$ cat src/rtl/chimera_pkg.sv
// Chimera shared definitions.
// Cluster sequencer constants, register offsets, bus types.
package chimera_pkg;

  localparam int ExtClusters = 5;

  localparam int ClusterSeqDelayDefault = 16;
  localparam int ClusterSeqCntWidth = 8;

  localparam logic [11:0] ClusterCtrlOffset = 12'h000;
  localparam logic [11:0] ClusterStatusOffset = 12'h040;
  localparam logic [11:0] ClusterDelayOffset = 12'h044;

  typedef enum logic [1:0] {
    SeqOff,
    SeqClkOn,
    SeqRun,
    SeqRstOn
  } cluster_seq_e;

  typedef struct packed {
    logic [31:0] addr;
    logic write;
    logic [31:0] wdata;
    logic [3:0] wstrb;
    logic valid;
  } chimera_reg_req_t;

  typedef struct packed {
    logic [31:0] rdata;
    logic error;
    logic ready;
  } chimera_reg_rsp_t;

endpackage

$ cat src/rtl/chimera_cluster_seq.sv
// Single-cluster power sequencer.
// Orders clock enable before reset release, reset before clock gate.
module chimera_cluster_seq
  import chimera_pkg::*;
(
  input  logic clk,
  input  logic rst,
  input  logic req,
  input  logic [ClusterSeqCntWidth-1:0] delay,
  output logic clkEn,
  output logic clusterRst,
  output logic busy,
  output logic running
);

  cluster_seq_e state;
  cluster_seq_e stateNext;
  logic [ClusterSeqCntWidth-1:0] cnt;
  logic [ClusterSeqCntWidth-1:0] cntNext;
  logic clkEnNext;
  logic rstNext;
  logic busyNext;
  logic runNext;

  // State, counter and registered outputs.
  always_ff @(posedge clk or posedge rst) begin
    if (rst) begin
      state <= SeqOff;
      cnt <= '0;
      clkEn <= 1'b0;
      clusterRst <= 1'b1;
      busy <= 1'b0;
      running <= 1'b0;
    end else begin
      state <= stateNext;
      cnt <= cntNext;
      clkEn <= clkEnNext;
      clusterRst <= rstNext;
      busy <= busyNext;
      running <= runNext;
    end
  end

  // Next state; a started phase always runs to completion.
  always_comb begin
    stateNext = state;
    cntNext = cnt;
    unique case (state)
      SeqOff: begin
        if (req) begin
          stateNext = SeqClkOn;
          cntNext = delay;
        end
      end
      SeqClkOn: begin
        if (cnt != '0) begin
          cntNext = cnt - ClusterSeqCntWidth'(1);
        end else begin
          stateNext = req ? SeqRun : SeqOff;
        end
      end
      SeqRun: begin
        if (!req) begin
          stateNext = SeqRstOn;
          cntNext = delay;
        end
      end
      SeqRstOn: begin
        if (cnt != '0) begin
          cntNext = cnt - ClusterSeqCntWidth'(1);
        end else if (req) begin
          stateNext = SeqClkOn;
          cntNext = delay;
        end else begin
          stateNext = SeqOff;
        end
      end
      default: begin
        stateNext = SeqOff;
      end
    endcase
  end

  // Output decode of the next state, so outputs come straight from flops.
  always_comb begin
    clkEnNext = (stateNext != SeqOff);
    rstNext = (stateNext != SeqRun);
    busyNext = (stateNext == SeqClkOn) || (stateNext == SeqRstOn);
    runNext = (stateNext == SeqRun);
  end

endmodule

$ cat src/rtl/chimera_cluster_ctrl.sv
// Chimera cluster control register window.
// Per-cluster power request bits and clock/reset sequencers.
module chimera_cluster_ctrl
  import chimera_pkg::*;
#(
  parameter int unsigned NumClusters = ExtClusters,
  parameter type reg_req_t = chimera_pkg::chimera_reg_req_t,
  parameter type reg_rsp_t = chimera_pkg::chimera_reg_rsp_t
) (
  input  logic clk_i,
  input  logic rst_i,
  input  reg_req_t reg_req_i,
  output reg_rsp_t reg_rsp_o,
  output logic [NumClusters-1:0] cluster_clk_en_o,
  output logic [NumClusters-1:0] cluster_rst_o,
  output logic busy_o
);

  logic [NumClusters-1:0] req;
  logic [NumClusters-1:0] clkEn;
  logic [NumClusters-1:0] clRst;
  logic [NumClusters-1:0] seqBusy;
  logic [NumClusters-1:0] seqRun;
  logic [ClusterSeqCntWidth-1:0] delay;

  logic [11:0] offset;
  logic [NumClusters-1:0] ctrlHit;
  logic statusHit;
  logic delayHit;
  logic decErr;
  logic wrEn;
  logic [31:0] rdataInt;
  logic unusedBits;

  assign offset = reg_req_i.addr[11:0];
  assign unusedBits = ^{reg_req_i.addr[31:12],
                        reg_req_i.wdata[31:8],
                        reg_req_i.wstrb[3:1]};

  // Address decode; STATUS is read-only so a write to it is an error.
  always_comb begin
    ctrlHit = '0;
    for (int i = 0; i < NumClusters; i++) begin
      ctrlHit[i] = (offset == ClusterCtrlOffset + 12'(4 * i));
    end
    statusHit = (offset == ClusterStatusOffset);
    delayHit = (offset == ClusterDelayOffset);
    decErr = !((|ctrlHit) || statusHit || delayHit) ||
             (statusHit && reg_req_i.write);
    wrEn = reg_req_i.valid && reg_req_i.write &&
           reg_req_i.wstrb[0] && !decErr;
  end

  // Read data mux from the register and sequencer flops.
  always_comb begin
    rdataInt = '0;
    for (int i = 0; i < NumClusters; i++) begin
      if (ctrlHit[i]) begin
        rdataInt = {28'b0, seqBusy[i], clRst[i], clkEn[i], req[i]};
      end
    end
    if (statusHit) begin
      rdataInt[NumClusters-1:0] = seqRun;
    end
    if (delayHit) begin
      rdataInt[ClusterSeqCntWidth-1:0] = delay;
    end
  end

  // Single-cycle response; all zero when no request is pending.
  always_comb begin
    reg_rsp_o = '0;
    if (reg_req_i.valid) begin
      reg_rsp_o.ready = 1'b1;
      reg_rsp_o.error = decErr;
      reg_rsp_o.rdata = decErr ? 32'b0 : rdataInt;
    end
  end

  // Request bits and DELAY register.
  always_ff @(posedge clk_i or posedge rst_i) begin
    if (rst_i) begin
      req <= '0;
      delay <= ClusterSeqCntWidth'(ClusterSeqDelayDefault);
    end else if (wrEn) begin
      for (int i = 0; i < NumClusters; i++) begin
        if (ctrlHit[i]) begin
          req[i] <= reg_req_i.wdata[0];
        end
      end
      if (delayHit) begin
        delay <= reg_req_i.wdata[ClusterSeqCntWidth-1:0];
      end
    end
  end

  for (genvar g = 0; g < NumClusters; g++) begin : gSeq
    chimera_cluster_seq uSeq (
      .clk(clk_i),
      .rst(rst_i),
      .req(req[g]),
      .delay(delay),
      .clkEn(clkEn[g]),
      .clusterRst(clRst[g]),
      .busy(seqBusy[g]),
      .running(seqRun[g])
    );
  end

  assign cluster_clk_en_o = clkEn;
  assign cluster_rst_o = clRst;
  assign busy_o = |seqBusy;

endmodule
$ cat config.mk
export PLATFORM = sky130hd
export DESIGN_NAME = chimera_cluster_ctrl
export DESIGN_NICKNAME = d
export VERILOG_FILES = /design/src/rtl/chimera_pkg.sv /design/src/rtl/chimera_cluster_seq.sv /design/src/rtl/chimera_cluster_ctrl.sv
export SDC_FILE = /design/constraint.sdc
export NUM_CORES = 1
export LEC_CHECK = 0
export BUFFER_PORTS_ARGS = -buffer_cell sky130_fd_sc_hd__buf_2
export CORE_MARGIN = 10
export CORE_UTILIZATION = 59
export CTS_CLUSTER_DIAMETER = 150
export DETAILED_ROUTE_END_ITERATION = 8
export HOLD_SLACK_MARGIN = 0.1
export PLACE_DENSITY = 0.87
export REMOVE_ABC_BUFFERS = 1
export SLEW_MARGIN = 20
export SYNTH_ARGS = -nofsm -noshare
export SYNTH_HDL_FRONTEND = slang
export SYNTH_SLANG_ARGS = --single-unit
$ cat constraint.sdc
create_clock -name clk_i -period 6.9 [get_ports clk_i]
set_clock_uncertainty 0.05 [all_clocks]
set_input_delay 1.38 -clock clk_i [delete_from_list [all_inputs] [get_ports clk_i]]
set_output_delay 1.38 -clock clk_i [all_outputs]
set_load 0.01 [all_outputs]
-- Word level (Yosys, flattened, before mapping)
Index checks and enable logic that the tools add are counted.
- $add $sub $neg: 5
- equality and inequality tests: 51
- multiplexer cells: 69
- reduce and logical (&&, ||, !) cells: 43
- operators by type and width (cell ; number):
    $mux 8 ; 21
    $mux 32 ; 5
    $pmux 8 s4 ; 5
    $mux 2 ; 25
    $eq 2x2->1 const B ; 20
    $pmux 2 s4 ; 5
    $reduce_bool 8->1 ; 5
    $sub 8x1->8 const B ; 5
    $mux 34 ; 1
    $eq 12x4->1 const B ; 2
    $eq 12x7->1 const B ; 2
    $reduce_and 2->1 ; 11
    $eq 2x1->1 const B ; 10
    $ne 2x2->1 const B ; 10
    $eq 12x3->1 const B ; 1
    $eq 12x5->1 const B ; 1
    $logic_not 12->1 ; 1
    $logic_not 2->1 ; 5
    $ne 2x1->1 const B ; 5
    $reduce_bool 2->1 ; 5
    $reduce_or 5->1 ; 2
    $logic_or 1x1->1 ; 8
    $mux 1 ; 5
    $mux 5 ; 1
    other kinds (3) ; 7
- flip-flop bits (word level): 83
- input port bits: 72
- output and inout port bits: 45
- word-level logic and storage cells: 204

-- Depth between registers and ports, before layout
- depth after elaboration: 10
- depth in mapped cells: 8
- gate-level depth less buffers: 8

-- Hierarchy
From an unflattened synthesis, not the netlist that was laid out.
- cells, all modules: 654
- area, all modules: 6247.2 um^2
- by module, submodules not included (module ; instances ; cells each ; area each (um^2) ; sequential area each (um^2)):
    chimera_cluster_seq (gSeq[0].uSeq ...) ; 4 ; 104 ; 1022.2 ; 326.6
    chimera_cluster_ctrl ; 1 ; 135 ; 1238.7 ; 326.6
    chimera_cluster_seq (gSeq[4].uSeq) ; 1 ; 103 ; 919.6 ; 326.6

-- Least setup slack after synthesis
OpenSTA, ideal clock, no wires.
- kind: input to output
- from: input reg_req_i[40] (netlist bit)
- to: output reg_rsp_o[6] (netlist bit)
- arrival time: 2760 ps
- data required time: 5470 ps
- path slack: 2710 ps
- cell stages on the path: 7
- path buffers: 2
- cells stage by stage: clkbuf_1 or2_2 clkbuf_1 nor2_1 a21boi_0 and3_1 nor3b_1
- RTL lines (item ; line ; text):
    start, declared ; chimera_cluster_ctrl.sv:12 ; input reg_req_t reg_req_i,
    end, declared ; chimera_cluster_ctrl.sv:13 ; output reg_rsp_t reg_rsp_o,

==> results.json <==
{
  "grt.met3_usage": 0.0449,
  "crit_path_arrival_time_ns": 3.36,
  "postCtsResizedCells": 0,
  "clock_network_latency_to_the_later_pin_of_the_worst_skew_pair_ns": 0.36,
  "timing.final.setup_violations": 0,
  "gr-usage-all-layers": 0.192,
  "numClockSinks": 78,
  "floorplan.initialDensity": 0.615,
  "rsz0062_at_grt": "no",
  "final_min_period_over_clock_period": 0.694,
  "power_density_nw_per_um2": 188,
  "synth_sequential_area_ratio": 0.384,
  "critical_path.max_stage_delay_ns": 0.51,
  "synth_edf_count": 0,
  "synth_area_um2": 5100,
  "post_drt_wl_per_cell_um": 17.4,
  "drt_iter0_markers": 413,
  "drt_pre_antenna_iters": 5,
  "proportion_of_layout_cells_with_a_drive_suffix_above_1": 0.164,
  "cts.hold.buffers_added": 0,
  "grt-ovfl-total": 0,
  "vias": 4503,
  "worst_setup_hold_path_clk_slew_ns": 0.08,
  "first_global_vias": 4326,
  "longest_clk_path_bufs": 2,
  "whs_ns": 0.489,
  "max_cap_violations": 0,
  "post_cts_buffers": 0,
  "grt_util_met2": 0.305,
  "synth.ff_latch_count": 78,
  "max-slew-margin-rel": 0.352,
  "number_of_antenna_violations_at_the_first_check_in_global_routing": 0,
  "end_of_flow_core_utilization": 0.645,
  "synthToLayoutAreaGrowth_pct": 5.00,
  "actual_transition_at_the_worst_max_transition_pin_ns": 0.972,
  "placement.cell_area_um2": 5180,
  "gp_congestion": 0.942,
  "final_net_count": 689,
  "die-area_um2": 12800,
  "antenna-diode-count": 0,
  "synth_area_per_cell_um2": 8.60,
  "antenna_violating_nets_post_route": 0,
  "setup_slack_ns": 2.11,
  "crit_path_start_kind": "input port",
  "timing_worst_setup_path_type": "input port to output pin",
  "placeableCoreArea_um2": 8300,
  "chipHeight_um": 113,
  "fp.dieW_um": 113,
  "final_tns_setup_ns": 0,
  "run_status": "finished, final reports clean",
  "synthesis.yosys.warnings": 0,
  "count_of_final_max_slew_check_failures": 0,
  "tritoncts.num_buffers": 9,
  "cts.htree.levels": 3,
  "wirelength_um": 12600,
  "cp_num_buf_inv": 2,
  "dp_slack_ns": 2.14,
  "routed_via_density": 6.25,
  "synth.distinct_cells": 68,
  "clock-root-buffer": "sky130_fd_sc_hd__clkbuf_8",
  "row_count": 33,
  "final.min_clock_period_ns": 4.79,
  "num_io_pins": 117,
  "drc": 0,
  "crit_family": "simple AND/OR/NAND/NOR gates",
  "hold_viol": 0,
  "critPathRequiredTime_ns": 5.47,
  "top_usage_layer": "met2",
  "timing.critical_path.to_type": "output pin",
  "most_common_flop_cell_mapped_by_yosys": "sky130_fd_sc_hd__dfrtp_1",
  "path_class_of_the_lowest_slack_min_delay_path": "flip-flop to flip-flop",
  "cpMaxStageDelayCell": "sky130_fd_sc_hd__or3_1",
  "max_freq_mhz": 209,
  "maximum_number_of_pins_on_one_net_before_global_route_repair": 79,
  "detailedPlacementHpwl_um": 8960,
  "path_max_fanout": 12,
  "finish.instance_area_um2": 5360,
  "worst_ir_drop_vdd_uv": 89.0,
  "crit_chain": "buf_2 > nor4_1 > nand2_1 > or3_1 > nor2_1 > o221a_2 > buf_2",
  "globalRouteMet1Util": 0.251,
  "ys_async_sr_fraction": 1.00,
  "power.leakage_nw": 2.48,
  "netlist_instances": 593,
  "tritoncts_clock_tree": "built",
  "portBuffers": 45,
  "grt_first_pass_wirelength_um": 20800,
  "path_common_cell": "sky130_fd_sc_hd__buf_2"
}
## cell usage after synthesis, types with 3 or more instances
cell type / number / area [µm²]
sky130_fd_sc_hd__dfrtp_1: 72 / 1800
sky130_fd_sc_hd__nand2_1: 58 / 218
sky130_fd_sc_hd__nor2_1: 51 / 191
sky130_fd_sc_hd__o21ai_0: 38 / 190
sky130_fd_sc_hd__inv_1: 36 / 135
sky130_fd_sc_hd__buf_4: 35 / 263
sky130_fd_sc_hd__a21oi_1: 27 / 135
sky130_fd_sc_hd__clkbuf_1: 22 / 82.6
sky130_fd_sc_hd__mux2_2: 15 / 169
sky130_fd_sc_hd__nand3_1: 15 / 75.1
sky130_fd_sc_hd__nor3_1: 15 / 75.1
sky130_fd_sc_hd__nor4_1: 13 / 81.3
sky130_fd_sc_hd__nand2b_1: 11 / 68.8
sky130_fd_sc_hd__a21o_1: 10 / 75.1
sky130_fd_sc_hd__a221o_1: 9 / 90.1
sky130_fd_sc_hd__xnor2_1: 9 / 78.8
sky130_fd_sc_hd__a221oi_1: 8 / 70.1
sky130_fd_sc_hd__nor3b_1: 8 / 60.1
sky130_fd_sc_hd__and3_1: 7 / 43.8
sky130_fd_sc_hd__o211ai_1: 7 / 52.6
sky130_fd_sc_hd__o221ai_1: 7 / 61.3
sky130_fd_sc_hd__or3_1: 7 / 43.8
sky130_fd_sc_hd__a31oi_1: 6 / 37.5
sky130_fd_sc_hd__and2_1: 6 / 37.5
sky130_fd_sc_hd__dfstp_2: 6 / 158
sky130_fd_sc_hd__ha_1: 6 / 75.1
sky130_fd_sc_hd__mux2i_1: 6 / 60.1
sky130_fd_sc_hd__nand3b_1: 6 / 45.0
sky130_fd_sc_hd__nand4_1: 6 / 37.5
sky130_fd_sc_hd__nor2b_1: 6 / 37.5
sky130_fd_sc_hd__a22oi_1: 5 / 37.5
sky130_fd_sc_hd__buf_2: 5 / 25.0
sky130_fd_sc_hd__a211oi_1: 4 / 30.0
sky130_fd_sc_hd__a21boi_0: 4 / 30.0
sky130_fd_sc_hd__o221a_2: 4 / 45.0
sky130_fd_sc_hd__or4_1: 4 / 30.0
sky130_fd_sc_hd__a211o_1: 3 / 26.3
sky130_fd_sc_hd__or2_2: 3 / 18.8
## cells in the final DEF (no fill, tap or decap), types with 10 or more instances in the layout
cell,count
sky130_fd_sc_hd__dfrtp_1,72
sky130_fd_sc_hd__nand2_1,58
sky130_fd_sc_hd__nor2_1,51
sky130_fd_sc_hd__buf_2,45
sky130_fd_sc_hd__o21ai_0,38
sky130_fd_sc_hd__inv_1,35
sky130_fd_sc_hd__a21oi_1,27
sky130_fd_sc_hd__conb_1,24
sky130_fd_sc_hd__nor3_1,15
sky130_fd_sc_hd__mux2_2,15
sky130_fd_sc_hd__nand3_1,15
sky130_fd_sc_hd__nor4_1,13
sky130_fd_sc_hd__nand2b_1,11
sky130_fd_sc_hd__a21o_1,10
## cells by family after synthesis
group / count (synthesis) / synth area share
buffers and inverters: 98 / 0.0991
flip-flops: 78 / 0.384
AO/OA/AOI/OAI: 150 / 0.203
XOR/XNOR: 10 / 0.0172
other: 1 / 0.000735
adder cells (fa/ha/maj): 6 / 0.0147
AND/OR/NAND/NOR: 229 / 0.236
multiplexers: 21 / 0.0449
## power by group
group          internal (W)  total (W)  switching, W
logic             0.0000707   0.000167     0.0000959
clock network      0.000132   0.000314      0.000181
registers          0.000486   0.000526     0.0000392
total              0.000690    0.00101      0.000316
## final cells by class
class	instances	area (µm²)
fillers	687	2940
multi-input cells	440	2720
flip-flops and latches	78	1960
repair buffers	46	233
inverters	36	135
well taps	105	131
clock buffers	10	128
clock inverters	6	47.5
## routing by layer
metal	vias to the layer above	routed length, µm
met2	184	5750
met1	2171	5490
met5	-	0
met3	20	1080
li1	2128	-
met4	0	234
## state kept, by name, summed over array words and instances, names as in the netlist
| signal | flops |
|---|---|
| delay | 8 |
| gSeq.uSeq.clusterRst | 5 |
| req | 5 |
| gSeq.uSeq.cnt | 40 |
| gSeq.uSeq.clkEn | 5 |
| gSeq.uSeq.state | 8 |
| gSeq.uSeq.running | 5 |
| gSeq.uSeq.busy | 2 |
## stage by stage
step,std cells,power [W]
global route,721,0.00105
global placement,705,0.000688
CTS,721,0.00101
finish,721,0.00101
detailed placement,705,0.000698
floorplan,554,0.000652
## path summary, 6_finish.rpt
kind                                          start             endpoint  slack, ns  cells past startpoint
worst max register to register  gSeq[3].uSeq.cnt[0]  gSeq[3].uSeq.cnt[3]       4.21                      7
worst min register to register  gSeq[0].uSeq.cnt[6]  gSeq[0].uSeq.cnt[6]       0.49                      1
worst max-delay path                  reg_req_i[39]         reg_rsp_o[4]       2.11                      7
min in group asynchronous                     rst_i    gSeq[0].uSeq.busy       1.25                      3
max in group asynchronous                     rst_i   gSeq[1].uSeq.clkEn       4.91                      3
worst min-delay path            gSeq[0].uSeq.cnt[6]  gSeq[0].uSeq.cnt[6]       0.49                      1
## worst reg2reg max path, delay by kind of cell, from the launching register on
family | cells | cell delay [ns]
fa+ha+maj | 1 | 0.24
compound gates | 3 | 0.79
buf+inv | 1 | 0.11
flops | 1 | 0.42
simple gates | 2 | 0.97
No activity file was read; power rests on OpenSTA's default activity.
